--- config.mk ---
export PLATFORM = sky130hd
export DESIGN_NAME = dvb_pls_enc
export DESIGN_NICKNAME = d
export VERILOG_FILES = /design/src/rtl/dvb_pls_enc_pkg.sv /design/src/rtl/dvb_pls_enc_rm.sv /design/src/rtl/dvb_pls_enc.sv
export SDC_FILE = /design/constraint.sdc
export NUM_CORES = 1
export LEC_CHECK = 0
export ABC_AREA = 1
export CAP_MARGIN = 10
export CORE_MARGIN = 2
export CORE_UTILIZATION = 61
export CTS_CLUSTER_DIAMETER = 50
export CTS_CLUSTER_SIZE = 30
export DETAILED_ROUTE_END_ITERATION = 7
export PLACE_DENSITY = 0.86
export SYNTH_ARGS = -nofsm -noshare
export SYNTH_HDL_FRONTEND = slang
export SYNTH_HIERARCHICAL = 1
export SYNTH_SLANG_ARGS = --single-unit
--- constraint.sdc ---
create_clock -name iclk -period 8.6 [get_ports iclk]
set_clock_uncertainty 0.1 [all_clocks]
set_input_delay 2.58 -clock iclk [delete_from_list [all_inputs] [get_ports iclk]]
set_output_delay 2.58 -clock iclk [all_outputs]
set_load 0.02 [all_outputs]
--- src/rtl/dvb_pls_enc_pkg.sv ---
// Shared PLS definitions: code/codeword types, the default scrambling sequence
// and the first-order Reed-Muller (32,6) row masks used by encoder and decoder tables.
package dvb_pls_enc_pkg;

    typedef logic [6:0]  pls_code_t;
    typedef logic [63:0] pls_cw_t;

    localparam pls_cw_t cPLS_SCR_SEQ = 64'h719D83C953422DFA;

    localparam logic [0:0] cST_IDLE = 1'b0;
    localparam logic [0:0] cST_RUN  = 1'b1;

    // Row r of the RM generator: bit j set when code bit r contributes to y[j].
    // Row 0 is the all-ones row; rows 1..5 select j[4]..j[0] respectively.
    function automatic logic [31:0] pls_rm_row(input logic [2:0] row);
        logic [31:0] mask;
        logic [4:0]  jv;
        mask = 32'h0000_0000;
        for (int j = 0; j < 32; j++) begin
            jv = 5'(j);
            case (row)
                3'd0:    mask[j] = 1'b1;
                3'd1:    mask[j] = jv[4];
                3'd2:    mask[j] = jv[3];
                3'd3:    mask[j] = jv[2];
                3'd4:    mask[j] = jv[1];
                3'd5:    mask[j] = jv[0];
                default: mask[j] = 1'b0;
            endcase
        end
        return mask;
    endfunction

endpackage

--- src/rtl/dvb_pls_enc_rm.sv ---
// Combinational PLS codeword builder: RM(32,6) on code[5:0], then the (y, y^code[6])
// pair interleave. cw[63-k] carries transmitted bit k.
module dvb_pls_enc_rm
    import dvb_pls_enc_pkg::*;
(
    input  logic [6:0]  code,
    output logic [63:0] cw
);

    logic [31:0] y_s;

    // RM encode as XOR of the selected generator rows, then interleave into transmit order.
    always_comb begin
        y_s = 32'h0000_0000;
        cw  = 64'h0;
        for (int i = 0; i < 6; i++) begin
            y_s = y_s ^ (pls_rm_row(3'(i)) & {32{code[i]}});
        end
        for (int j = 0; j < 32; j++) begin
            cw[63 - 2*j] = y_s[j];
            cw[62 - 2*j] = y_s[j] ^ code[6];
        end
    end

endmodule

--- src/rtl/dvb_pls_enc.sv ---
// DVB-S2 PLS encoder: accepts one 7-bit code, emits a 64-bit scrambled codeword
// MSB first with sop/val/eop framing and a pi/2-BPSK phase flag.
module dvb_pls_enc
    import dvb_pls_enc_pkg::*;
#(
    parameter bit          pSCRAMBLE = 1'b1,
    parameter logic [63:0] pSCR_SEQ  = cPLS_SCR_SEQ
)(
    input  logic        iclk,
    input  logic        ireset,
    input  logic        iclkena,
    input  logic        ival,
    input  logic [6:0]  idat,
    output logic        ordy,
    output logic        osop,
    output logic        oval,
    output logic        oeop,
    output logic        odat,
    output logic        ophase,
    output logic [63:0] ocw
);

    logic [0:0]  state_r, state_nxt_s;
    logic [5:0]  cnt_r, cnt_nxt_s;
    logic [63:0] sh_r, sh_nxt_s;
    logic [63:0] ocw_r, ocw_nxt_s;
    logic        rdy_r, rdy_nxt_s;
    logic        sop_r, sop_nxt_s;
    logic        val_r, val_nxt_s;
    logic        eop_r, eop_nxt_s;
    logic        dat_r, dat_nxt_s;
    logic        phase_r, phase_nxt_s;
    logic        accept_s;
    logic [63:0] cw_s;
    logic [63:0] scr_s;

    dvb_pls_enc_rm u_rm (
        .code (idat),
        .cw   (cw_s)
    );

    assign scr_s    = cw_s ^ (pSCRAMBLE ? pSCR_SEQ : 64'h0);
    assign accept_s = ival & rdy_r & iclkena;

    // Next-state decode: a new accept always wins, which gives back-to-back frames on the eop cycle.
    always_comb begin
        state_nxt_s = state_r;
        cnt_nxt_s   = cnt_r;
        sh_nxt_s    = sh_r;
        ocw_nxt_s   = ocw_r;
        rdy_nxt_s   = rdy_r;
        sop_nxt_s   = sop_r;
        val_nxt_s   = val_r;
        eop_nxt_s   = eop_r;
        dat_nxt_s   = dat_r;
        phase_nxt_s = phase_r;
        if (accept_s) begin
            state_nxt_s = cST_RUN;
            cnt_nxt_s   = 6'd0;
            sh_nxt_s    = {scr_s[62:0], 1'b0};
            ocw_nxt_s   = scr_s;
            rdy_nxt_s   = 1'b0;
            sop_nxt_s   = 1'b1;
            val_nxt_s   = 1'b1;
            eop_nxt_s   = 1'b0;
            dat_nxt_s   = scr_s[63];
            phase_nxt_s = 1'b0;
        end else begin
            case (state_r)
                cST_RUN: begin
                    if (cnt_r == 6'd63) begin
                        state_nxt_s = cST_IDLE;
                        cnt_nxt_s   = 6'd0;
                        rdy_nxt_s   = 1'b1;
                        sop_nxt_s   = 1'b0;
                        val_nxt_s   = 1'b0;
                        eop_nxt_s   = 1'b0;
                        dat_nxt_s   = 1'b0;
                        phase_nxt_s = 1'b0;
                    end else begin
                        cnt_nxt_s   = cnt_r + 6'd1;
                        sh_nxt_s    = {sh_r[62:0], 1'b0};
                        dat_nxt_s   = sh_r[63];
                        sop_nxt_s   = 1'b0;
                        val_nxt_s   = 1'b1;
                        eop_nxt_s   = (cnt_r == 6'd62);
                        rdy_nxt_s   = (cnt_r == 6'd62);
                        phase_nxt_s = ~cnt_r[0];
                    end
                end
                cST_IDLE: begin
                    state_nxt_s = cST_IDLE;
                    cnt_nxt_s   = 6'd0;
                    rdy_nxt_s   = 1'b1;
                    sop_nxt_s   = 1'b0;
                    val_nxt_s   = 1'b0;
                    eop_nxt_s   = 1'b0;
                    dat_nxt_s   = 1'b0;
                    phase_nxt_s = 1'b0;
                end
                default: begin
                    state_nxt_s = cST_IDLE;
                    cnt_nxt_s   = 6'd0;
                    rdy_nxt_s   = 1'b1;
                    sop_nxt_s   = 1'b0;
                    val_nxt_s   = 1'b0;
                    eop_nxt_s   = 1'b0;
                    dat_nxt_s   = 1'b0;
                    phase_nxt_s = 1'b0;
                end
            endcase
        end
    end

    // State and output registers; everything holds while iclkena is low.
    always_ff @(posedge iclk or posedge ireset) begin
        if (ireset) begin
            state_r <= cST_IDLE;
            cnt_r   <= 6'd0;
            sh_r    <= 64'h0;
            ocw_r   <= 64'h0;
            rdy_r   <= 1'b1;
            sop_r   <= 1'b0;
            val_r   <= 1'b0;
            eop_r   <= 1'b0;
            dat_r   <= 1'b0;
            phase_r <= 1'b0;
        end else if (iclkena) begin
            state_r <= state_nxt_s;
            cnt_r   <= cnt_nxt_s;
            sh_r    <= sh_nxt_s;
            ocw_r   <= ocw_nxt_s;
            rdy_r   <= rdy_nxt_s;
            sop_r   <= sop_nxt_s;
            val_r   <= val_nxt_s;
            eop_r   <= eop_nxt_s;
            dat_r   <= dat_nxt_s;
            phase_r <= phase_nxt_s;
        end else begin
            state_r <= state_r;
            cnt_r   <= cnt_r;
            sh_r    <= sh_r;
            ocw_r   <= ocw_r;
            rdy_r   <= rdy_r;
            sop_r   <= sop_r;
            val_r   <= val_r;
            eop_r   <= eop_r;
            dat_r   <= dat_r;
            phase_r <= phase_r;
        end
    end

    assign ordy   = rdy_r;
    assign osop   = sop_r;
    assign oval   = val_r;
    assign oeop   = eop_r;
    assign odat   = dat_r;
    assign ophase = phase_r;
    assign ocw    = ocw_r;

endmodule

### Word-level counts from Yosys, hierarchy flattened

Index checks and enable logic that the tools add are counted.

* bits of input ports: 11
* word-level logic and storage cells: 80
* bits in registers: 140
* output and inout port bits: 70

* equality and inequality tests: 3
* bitwise operators: 42
* reductions and logical operators: 3
* add/subtract/negate cells: 1
* multiplexer cells: 22

Operator list (count)
* $mux 64: 3
* $xor 32x32->32: 5
* $not 32->32: 1
* $xor 1x1->1: 32
* $eq 6x6->1 const B: 2
* $mux 6: 2
* $pmux 6 s2: 1
* $mux 1: 11
* $pmux 1 s2: 5
* $add 6x1->6 const B: 1
* $reduce_and 3->1: 1
* $and 1x1->1: 2
* $ne 2x2->1 const B: 1
* $not 1->1: 2
* $reduce_and 2->1: 1
* $reduce_bool 2->1: 1

### Longest topological paths before layout

Gate-level depths: netlist of run 1.

* word-level depth: 8
* depth in mapped cells: 18
* depth with buffers taken out: 17

### Cells and area by module

Netlist of run 1, hierarchy kept.

Modules (own cells, without submodules)
* dvb_pls_enc: cells an instance 753, instances 1, seq. area each 3454.6 um2, area an instance 6144.6 um2
* dvb_pls_enc_rm: cells an instance 127, instances 1, seq. area each 0.0 um2, area an instance 1013.5 um2

### Least setup slack after synthesis of run 1

OpenSTA, ideal clock, no wires.

* path kind: input -> register
* start point: input idat[0]
* end point: register sh_r[49]
* setup time: 119 ps
* data required time: 8381 ps
* arrival: 3766 ps
* buffers on the path: 1
* slack: 4615 ps
* stages on the path: 12
* cell sequence: buf_6 clkinv_8 nand2_2 nand2_4 xor2_4 xor2_4 xor2_1 inv_1 nand2_1 nand2_1 nand4_1 nand2_1

* cells in the longest elaborated chain, start to end: 8

Ends and longest elaborated chain
* start, declared: RTL line dvb_pls_enc.sv:13 `input logic [6:0] idat,`
* $xor 32x32->32 (5 in series): RTL line dvb_pls_enc_rm.sv:17 `y_s = y_s ^ (pls_rm_row(3'(i)) & {32{code[i]}});`
* $xor 1x1->1: RTL line dvb_pls_enc_rm.sv:21 `cw[62 - 2*j] = y_s[j] ^ code[6];`
* net cw_s[48]: RTL line dvb_pls_enc.sv:34 `logic [63:0] cw_s;`
* $not 32->32 (no line)
* $mux 64: RTL line dvb_pls_enc.sv:57 `if (accept_s) begin`
* end signal, assigned: RTL line dvb_pls_enc.sv:131 `sh_r <= sh_nxt_s;`
* end signal, assigned: RTL line dvb_pls_enc.sv:142 `sh_r <= sh_r;`
* end, declared: RTL line dvb_pls_enc.sv:25 `logic [63:0] sh_r, sh_nxt_s;`

The timed path passes the listed nets, and every way through them passes these cells.
A chain may end at the register's enable or synchronous reset.

### Worst setup path in the final report of run 1

* start point: input iclkena
* end point: register sh_r[32]

* cells in the longest elaborated chain, start to end: 3
* elaborated cells between the ends (all ways): 5
* those cells by class: 1 x eq/ne; 1 x mux; 1 x bitwise; 2 x reduce/logical

Ends and longest elaborated chain
* start, declared: RTL line dvb_pls_enc.sv:11 `input logic iclkena,`
* $and 1x1->1: RTL line dvb_pls_enc.sv:43 `assign accept_s = ival & rdy_r & iclkena;`
* $ne 2x2->1 (no line) / $reduce_bool 2->1 (equally long branches)
* $reduce_and 3->1 (no line)

Several ways; a longest one is shown, not always the timed one.

==> impl_metrics.ini, run 1 <==
[logic_synthesis]
synth_edf_count = 0
yosysSeqAreaShare_pct = 48.3
synthesis.instances = 880
ys_async_sr_fraction_pct = 100
syn_area_mm2 = 0.00716
ys_types = 35
synthFlopType = dfrtp_1
ys_warn_count = 6
syn_avg_cell_area_um2 = 8.13
synth_nets = 893
ys_seq_elements = 138

[global_route]
grt_pass1_wl_um = 28600
grt_pass1_vias = 5809
grtUsageTotal_pct = 28.7
overflow = 0
antenna_found_initial = 0
grt_max_degree = 81

[clocking]
clockBufferDepth = 2
clock_sinks = 138
cts_hold_buf = 0
clkTransAtPathRegs_ns = 0.06
worstSkewPairLatency_ns = 0.42
cts_buffers = 17
cts_tree = done
ctsResizeCount = 0
cts_root_buf = clkbuf_16
cts_setup_buffers = 0
ctsHtreeMaxLevel = 4

[sta]
tns_ns = 0
finalCritPeriodShare_pct = 66.4
drv_slew = 0
setup_viol = 0
fmax_mhz = 175
layout_min_cycle_time_ns = 5.71
hold_viol = 0
slew_headroom_pct = 30.9
rsz0062_at_grt = false
worst_pin_slew_ns = 1.03

[final_layout]
syn_to_final_growth_pct = 19.2
final_common_cell = nand2_1
nNetsFinal = 949
post-route-cell-area_mm2 = 0.00853
diodes = 0
final_cell_mix = nand2_1, dfrtp_1, clkdlybuf4s50_1, nand3_1, inv_1
drive_gt1_share_pct = 9.80

[pwr]
irDropWorstVdd_uv = 180
p_leak_nw = 4.73
p_per_area_mw_per_mm2 = 330

[floorplanning]
die_area_mm2 = 0.0126
chipHeight_um = 112
ioPinCount = 81
initial_core_util_pct = 62.7
fp.coreArea_mm2 = 0.0114
num_rows = 39
die_w_um = 112

[drt]
drt_wl_total_um = 17100
ant_nets = 0
drc = 0
avgRoutedWirePerCell_um = 15.7
viasPerCell = 5.53
first_pass_iters = 7
drt_iter0_drc = 535
num_vias = 6038

[place]
port-buffer-count = 80
post-dp-hpwl_um = 10100
dpl_cell_area_mm2 = 0.00787
gp_congestion = 0.855

[worst_setup_path]
cp_max_fo = 80
required_ns = 8.80
cp-start-kind = input port
crit_arrival_ns = 5.91
worstSetupPathType = in -> reg
worstSetupEndpointType = register

[outcome]
outcome = completed

[worst_hold_path]
hold_class = reg -> reg

[run]
cap_violations = 0
metal layers:
metal | share of wire, % | GRT usage (%) | wire [um] | vias to the layer above
met5 | 0 | 0 | 0 | -
met2 | 49 | 45.6 | 8400 | 245
met1 | 42 | 39.5 | 7220 | 2903
met3 | 6.6 | 5.78 | 1130 | 41
li1 | - | - | - | 2849
met4 | 2.0 | 10.8 | 350 | 0
cells by family (layout without fill, tap and decap cells):
kind of cell / after synthesis / after routing / share of synthesized area (%)
buffers and inverters: 119 / 188 / 8.60
muxes: 1 / 1 / 0.157
DFF: 138 / 138 / 48.3
AOI/OAI and AO/OA: 10 / 10 / 0.804
xor gates and xnor gates: 48 / 48 / 7.76
and+or+nand+nor: 562 / 562 / 34.1
adders and majority gates: 2 / 2 / 0.350
registers in the layout, indices dropped and copies added (netlist names):
signal  cells
ordy        1
oeop        1
ocw        64
cnt_r       6
oval        1
osop        1
odat        1
sh_r       63
synth_stat cells (6+ instances only):
cell type  number  area, um2
or2_2           9       56.3
buf_4          12       90.1
buf_6          11        124
xor2_2          6       97.6
nand3_1        65        325
xor2_1         36        315
nand4_1        38        238
inv_1          62        233
dfrtp_1       137       3430
nand2_2        16        100
buf_2          20        100
nand2_4         6       67.6
nand2_1       415       1560
power breakdown:
group | internal, mW | total [mW] | switching, mW
Combinational | 0.401 | 0.940 | 0.540
Sequential | 0.907 | 1.05 | 0.145
Clock | 0.550 | 0.828 | 0.277
through the flow:
step	power [mW]	hold slack, ns	util [%]	instances	setup WS (ns)
floorplan	1.63	0.343	-	880	2.23
global placement	1.95	0.359	68.9	1060	2.65
detailed placement	1.98	0.360	68.9	1060	2.57
CTS	2.83	0.375	74.7	1092	2.94
global route	2.98	0.404	74.7	1092	2.65
finish	2.82	0.379	74.7	1092	2.89
critical path, stage by stage:
cell,delay [ns]
clkdlybuf4s50_1,0.45
buf_4,0.47
nand3_4,0.76
nand3_1,0.41
nand3_2,0.77
nand2_1,0.32
nand2_1,0.09
cell type report:
| type | count | area, um2 |
|---|---|---|
| Clock buffer | 20 | 447 |
| Sequential cell | 138 | 3450 |
| Fill cell | 818 | 2890 |
| Tap cell | 143 | 179 |
| Multi-Input combinational cell | 623 | 3100 |
| Inverter | 68 | 275 |
| Clock inverter | 12 | 220 |
| Timing Repair Buffer | 88 | 861 |
final timing paths:
check	cells past startpoint	startpoint	end	slack, ns
worst min-delay path	2	sh_r[1]	sh_r[1]	0.38
max in group asynchronous	3	ireset	sh_r[13]	4.60
worst max-delay path	7	iclkena	sh_r[32]	2.89
worst min register to register	2	sh_r[1]	sh_r[1]	0.38
min in group asynchronous	2	ireset	sh_r[37]	2.53
worst max register to register	5	ordy	sh_r[32]	5.54
Note: power is estimated with default switching activity, not from simulation.
==> run 2, diff against run 1 <==
Settings changed: CORE_UTILIZATION 61 to 57, PLACE_DENSITY 0.86 to 0.81.
Clock period 8.6 ns to 5.7 ns, I/O delays scaled along.
==> run 2 against run 1 <==
Net effect:
- hold slack worse by 0.0046 ns
- via count down 1.1%
- die area up 6.8%
- critical path type unchanged
==> impl_metrics.ini, run 2 (synthesized netlist as in run 1, its figures left out) <==
[pwr]
irDropWorstVdd_uv = 296
p_per_area_mw_per_mm2 = 488
p_total_mw = 4.18
p_leak_nw = 4.72

[final_layout]
final_common_cell = nand2_1
largest_register_ffs = 64
regArea_mm2 = 0.00345
syn_to_final_growth_pct = 19.6
fin_util_pct = 70.7
instances_no_fill = 1121
multiInputGateArea_mm2 = 0.00310
fill_cells = 959
drive_gt1_share_pct = 10.4
diodes = 0
nNetsFinal = 954
final_cell_mix = nand2_1, dfrtp_1, clkdlybuf4s50_1, nand3_1, inv_1

[place]
dp.cells = 1090
post-dp-hpwl_um = 10400
port-buffer-count = 80
gp_congestion = 0.855

[global_route]
grt_pass1_wl_um = 28800
antenna_found_initial = 0
grt_max_degree = 81
grt_pass1_vias = 5818
overflow = 0
grtUsageTotal_pct = 27.8

[worst_setup_path]
worstSetupEndpointType = register
cp_max_fo = 47
required_ns = 5.90
cp_cell_sequence = clkdlybuf4s50_1 > buf_4 > nand3_1 > nand2_1 > nand3_1
max_stage_delay_ns = 0.88
crit_arrival_ns = 4.10
slowest_stage = nand3_1
cp-start-kind = input port
worstSetupPathType = in -> reg
cpMostUsedCell = nand3_1

[drt]
drc = 0
avgRoutedWirePerCell_um = 15.5
drt_iter0_drc = 462
viasPerCell = 5.33
first_pass_iters = 6
ant_nets = 0
drt_wl_total_um = 17400
num_vias = 5973

[clocking]
cts_buffers = 17
clock_sinks = 138
cts_hold_buf = 0
cts_root_buf = clkbuf_16
ctsHtreeMaxLevel = 4
worstSkewPairLatency_ns = 0.43
cts_tree = done
clkTransAtPathRegs_ns = 0.06
cts_setup_buffers = 0
clockBufferDepth = 2
ctsResizeCount = 0

[floorplanning]
fp.coreArea_mm2 = 0.0121
num_rows = 40
die_w_um = 116
initial_core_util_pct = 59.1
die_area_mm2 = 0.0135
chipHeight_um = 116
ioPinCount = 81

[sta]
finalCritPeriodShare_pct = 68.4
drv_slew = 0
worst_pin_slew_ns = 1.02
hold_viol = 0
layout_min_cycle_time_ns = 3.90
rsz0062_at_grt = false
fmax_mhz = 256
tns_ns = 0
slew_headroom_pct = 31.6
setup_viol = 0

[run]
cap_violations = 0

[worst_hold_path]
hold_class = reg -> reg

[outcome]
outcome = completed
[run 2: changes by cell type in the layout (fill, tap and decap cells not counted)]
cell,before,now
buf_4,8,13
clkinvlp_4,1,5
bufinv_16,6,4
clkbuf_1,2,0
clkinv_4,2,0
clkbuf_8,1,2
[run 2: area by class of cell]
cell class | count | share of cell area [%]
Clock inverter | 12 | 2.02
Sequential cell | 138 | 40.4
Tap cell | 168 | 2.46
Multi-Input combinational cell | 623 | 36.2
Clock buffer | 19 | 5.29
Inverter | 68 | 3.22
Timing Repair Buffer | 93 | 10.5
[run 2: critical path: cells and delay by family]
kind                   cells  cell delay, ns
buffers and inverters      2            1.09
and+or+nand+nor            3            1.27
[run 2: routing by layer]
metal	up-vias	global-route usage [%]	part of all wire (%)
met5	-	0	0
met4	0	10.9	2.3
met3	41	5.96	5.9
met2	226	43.9	48
met1	2873	37.8	44
li1	2833	-	-
[run 2: metrics by stage]
step / instance area, um2 / hold WS, ns / setup slack [ns]
final: 8560 / 0.374 / 1.80
after floorplan: 7160 / 0.343 / 0.195
after global routing: 8560 / 0.394 / 1.65
after detailed placement: 7930 / 0.364 / 1.42
after CTS: 8560 / 0.378 / 1.85
after global placement: 7930 / 0.358 / 1.50
[run 2: report_power, final]
group,internal [mW],switching [mW]
logic,0.609,0.808
clock network,0.749,0.421
registers,1.37,0.221
total,2.73,1.45
[run 2: final timing paths]
check / from / end / slack (ns) / cells after the start
setup reg to reg: cnt_r[0] / sh_r[54] / 3.07 / 9
max in group asynchronous: ireset / ordy / 2.91 / 3
hold / removal: ocw[6] / ocw[6] / 0.37 / 2
min in group asynchronous: ireset / sh_r[35] / 1.68 / 2
setup / recovery: iclkena / sh_r[18] / 1.80 / 5
hold reg to reg: ocw[6] / ocw[6] / 0.37 / 2
==> run 3, diff against run 2 <==
Settings changed: CORE_UTILIZATION 57 to 51, PLACE_DENSITY 0.81 to 0.76.
Clock period 5.7 ns to 3.24 ns, I/O delays scaled along.
==> run 3 against run 2 <==
Net effect:
- worst setup slack worse by 1.2 ns
- register-to-register slack worse by 2.0 ns
- clock power is 68% higher
- critical path depth down 4
- cell count grew 2.4%
- hold slack hardly changed
- cell area rose by 2.1%
- critical path type is now reg -> out
- die area grew 11%
- global-route usage decreased by 3.0 points
==> impl_metrics.ini, run 3 (synthesized netlist as in run 1, its figures left out) <==
[floorplanning]
fp.coreArea_mm2 = 0.0138
ioPinCount = 81
die_w_um = 122
initial_core_util_pct = 52.0
chipHeight_um = 122
num_rows = 43
die_area_mm2 = 0.0150

[worst_setup_path]
crit_arrival_ns = 1.60
slowest_stage = clkdlybuf4s50_1
crit_buf_inv = 1
worstSetupPathType = reg -> out
cp-start-kind = register
cp_cell_sequence = clkdlybuf4s50_1
cp_top_family = buffers and inverters
worstSetupEndpointType = primary output
cp_max_fo = 4
required_ns = 2.17
max_stage_delay_ns = 0.61

[outcome]
outcome = completed

[place]
dpl_worst_slack_ns = 0.163
post-dp-hpwl_um = 11100
dp.cells = 1117
port-buffer-count = 80
gp_congestion = 0.848

[final_layout]
instances_no_fill = 1148
drive_gt1_share_pct = 11.8
diodes = 0
fin_util_pct = 63.5
final_cell_mix = nand2_1, dfrtp_1, clkdlybuf4s50_1, nand3_1, inv_1
final_common_cell = nand2_1
syn_to_final_growth_pct = 22.1
nNetsFinal = 969
largest_register_ffs = 64

[pwr]
p_per_area_mw_per_mm2 = 830
irDropWorstVdd_uv = 487
p_leak_nw = 4.81

[global_route]
grt_max_degree = 85
overflow = 0
grtUsageTotal_pct = 24.8
grt_pass1_wl_um = 28600
grt_pass1_vias = 5601
antenna_found_initial = 0

[sta]
tns_ns = 0
slew_headroom_pct = 56.4
layout_min_cycle_time_ns = 2.68
hold_viol = 0
setup_slack_ns = 0.565
fmax_mhz = 374
finalCritPeriodShare_pct = 82.6
worst_pin_slew_ns = 0.652
drv_slew = 0
rsz0062_at_grt = false
setup_viol = 0

[drt]
num_vias = 5917
drt_wl_total_um = 17200
first_pass_iters = 5
drt_iter0_drc = 608
ant_nets = 0
avgRoutedWirePerCell_um = 15.0
drc = 0
viasPerCell = 5.15

[clocking]
clockBufferDepth = 2
cts_hold_buf = 0
worstSkewPairLatency_ns = 0.42
cts_root_buf = clkbuf_16
clock_sinks = 138
cts_setup_buffers = 0
cts_buffers = 17
clkTransAtPathRegs_ns = 0.06
ctsHtreeMaxLevel = 4
cts_tree = done
ctsResizeCount = 0

[run]
cap_violations = 0

[worst_hold_path]
hold_class = reg -> reg
==> run 3: cell types whose count changed in the layout (fill, tap and decap cells not counted) <==
cell | previous run | this run
buf_4 | 13 | 22
buf_12 | 0 | 6
clkbuf_8 | 2 | 5
bufinv_16 | 4 | 2
clkinv_2 | 3 | 1
clkinv_4 | 0 | 1
==> run 3: cell type report <==
type                            count  area (um2)
Inverter                           68         274
Clock buffer                       22         494
Multi-Input combinational cell    623        3100
Clock inverter                      9         113
Timing Repair Buffer              108        1090
Fill cell                        1199        5030
Sequential cell                   138        3450
Tap cell                          180         225
==> run 3: per-stage QoR <==
stage               cell area, um2  total power, mW  hold slack, ns
floorplan                     7160             4.31           0.343
global placement              8140             5.25           0.359
detailed placement            8140             5.30           0.361
CTS                           8740             7.30           0.375
global route                  8740             7.74           0.390
finish                        8740             7.26           0.374
==> run 3: layer usage <==
metal | routed length (um) | share of wire (%) | global-route usage (%)
met1 | 7830 | 45 | 35.5
met2 | 7950 | 46 | 37.5
met3 | 1150 | 6.7 | 5.44
met4 | 289 | 1.7 | 8.05
met5 | 0 | 0 | 0
==> run 3: path summary, 6_finish.rpt <==
| kind | from | endpoint | slack [ns] | cells after the start |
|---|---|---|---|---|
| max in group asynchronous | ireset | sh_r[13] | 1.70 | 3 |
| worst max register to register | cnt_r[0] | sh_r[10] | 1.10 | 8 |
| worst max-delay path | ordy | ordy | 0.56 | 1 |
| min in group asynchronous | ireset | ocw[36] | 0.90 | 3 |
| worst min register to register | sh_r[1] | sh_r[1] | 0.37 | 2 |
| worst min-delay path | sh_r[1] | sh_r[1] | 0.37 | 2 |
==> run 3: where the power goes <==
group	total, mW	switching (mW)	internal, mW
logic	2.50	1.40	1.10
registers	2.78	0.377	2.41
clock network	1.97	0.738	1.23
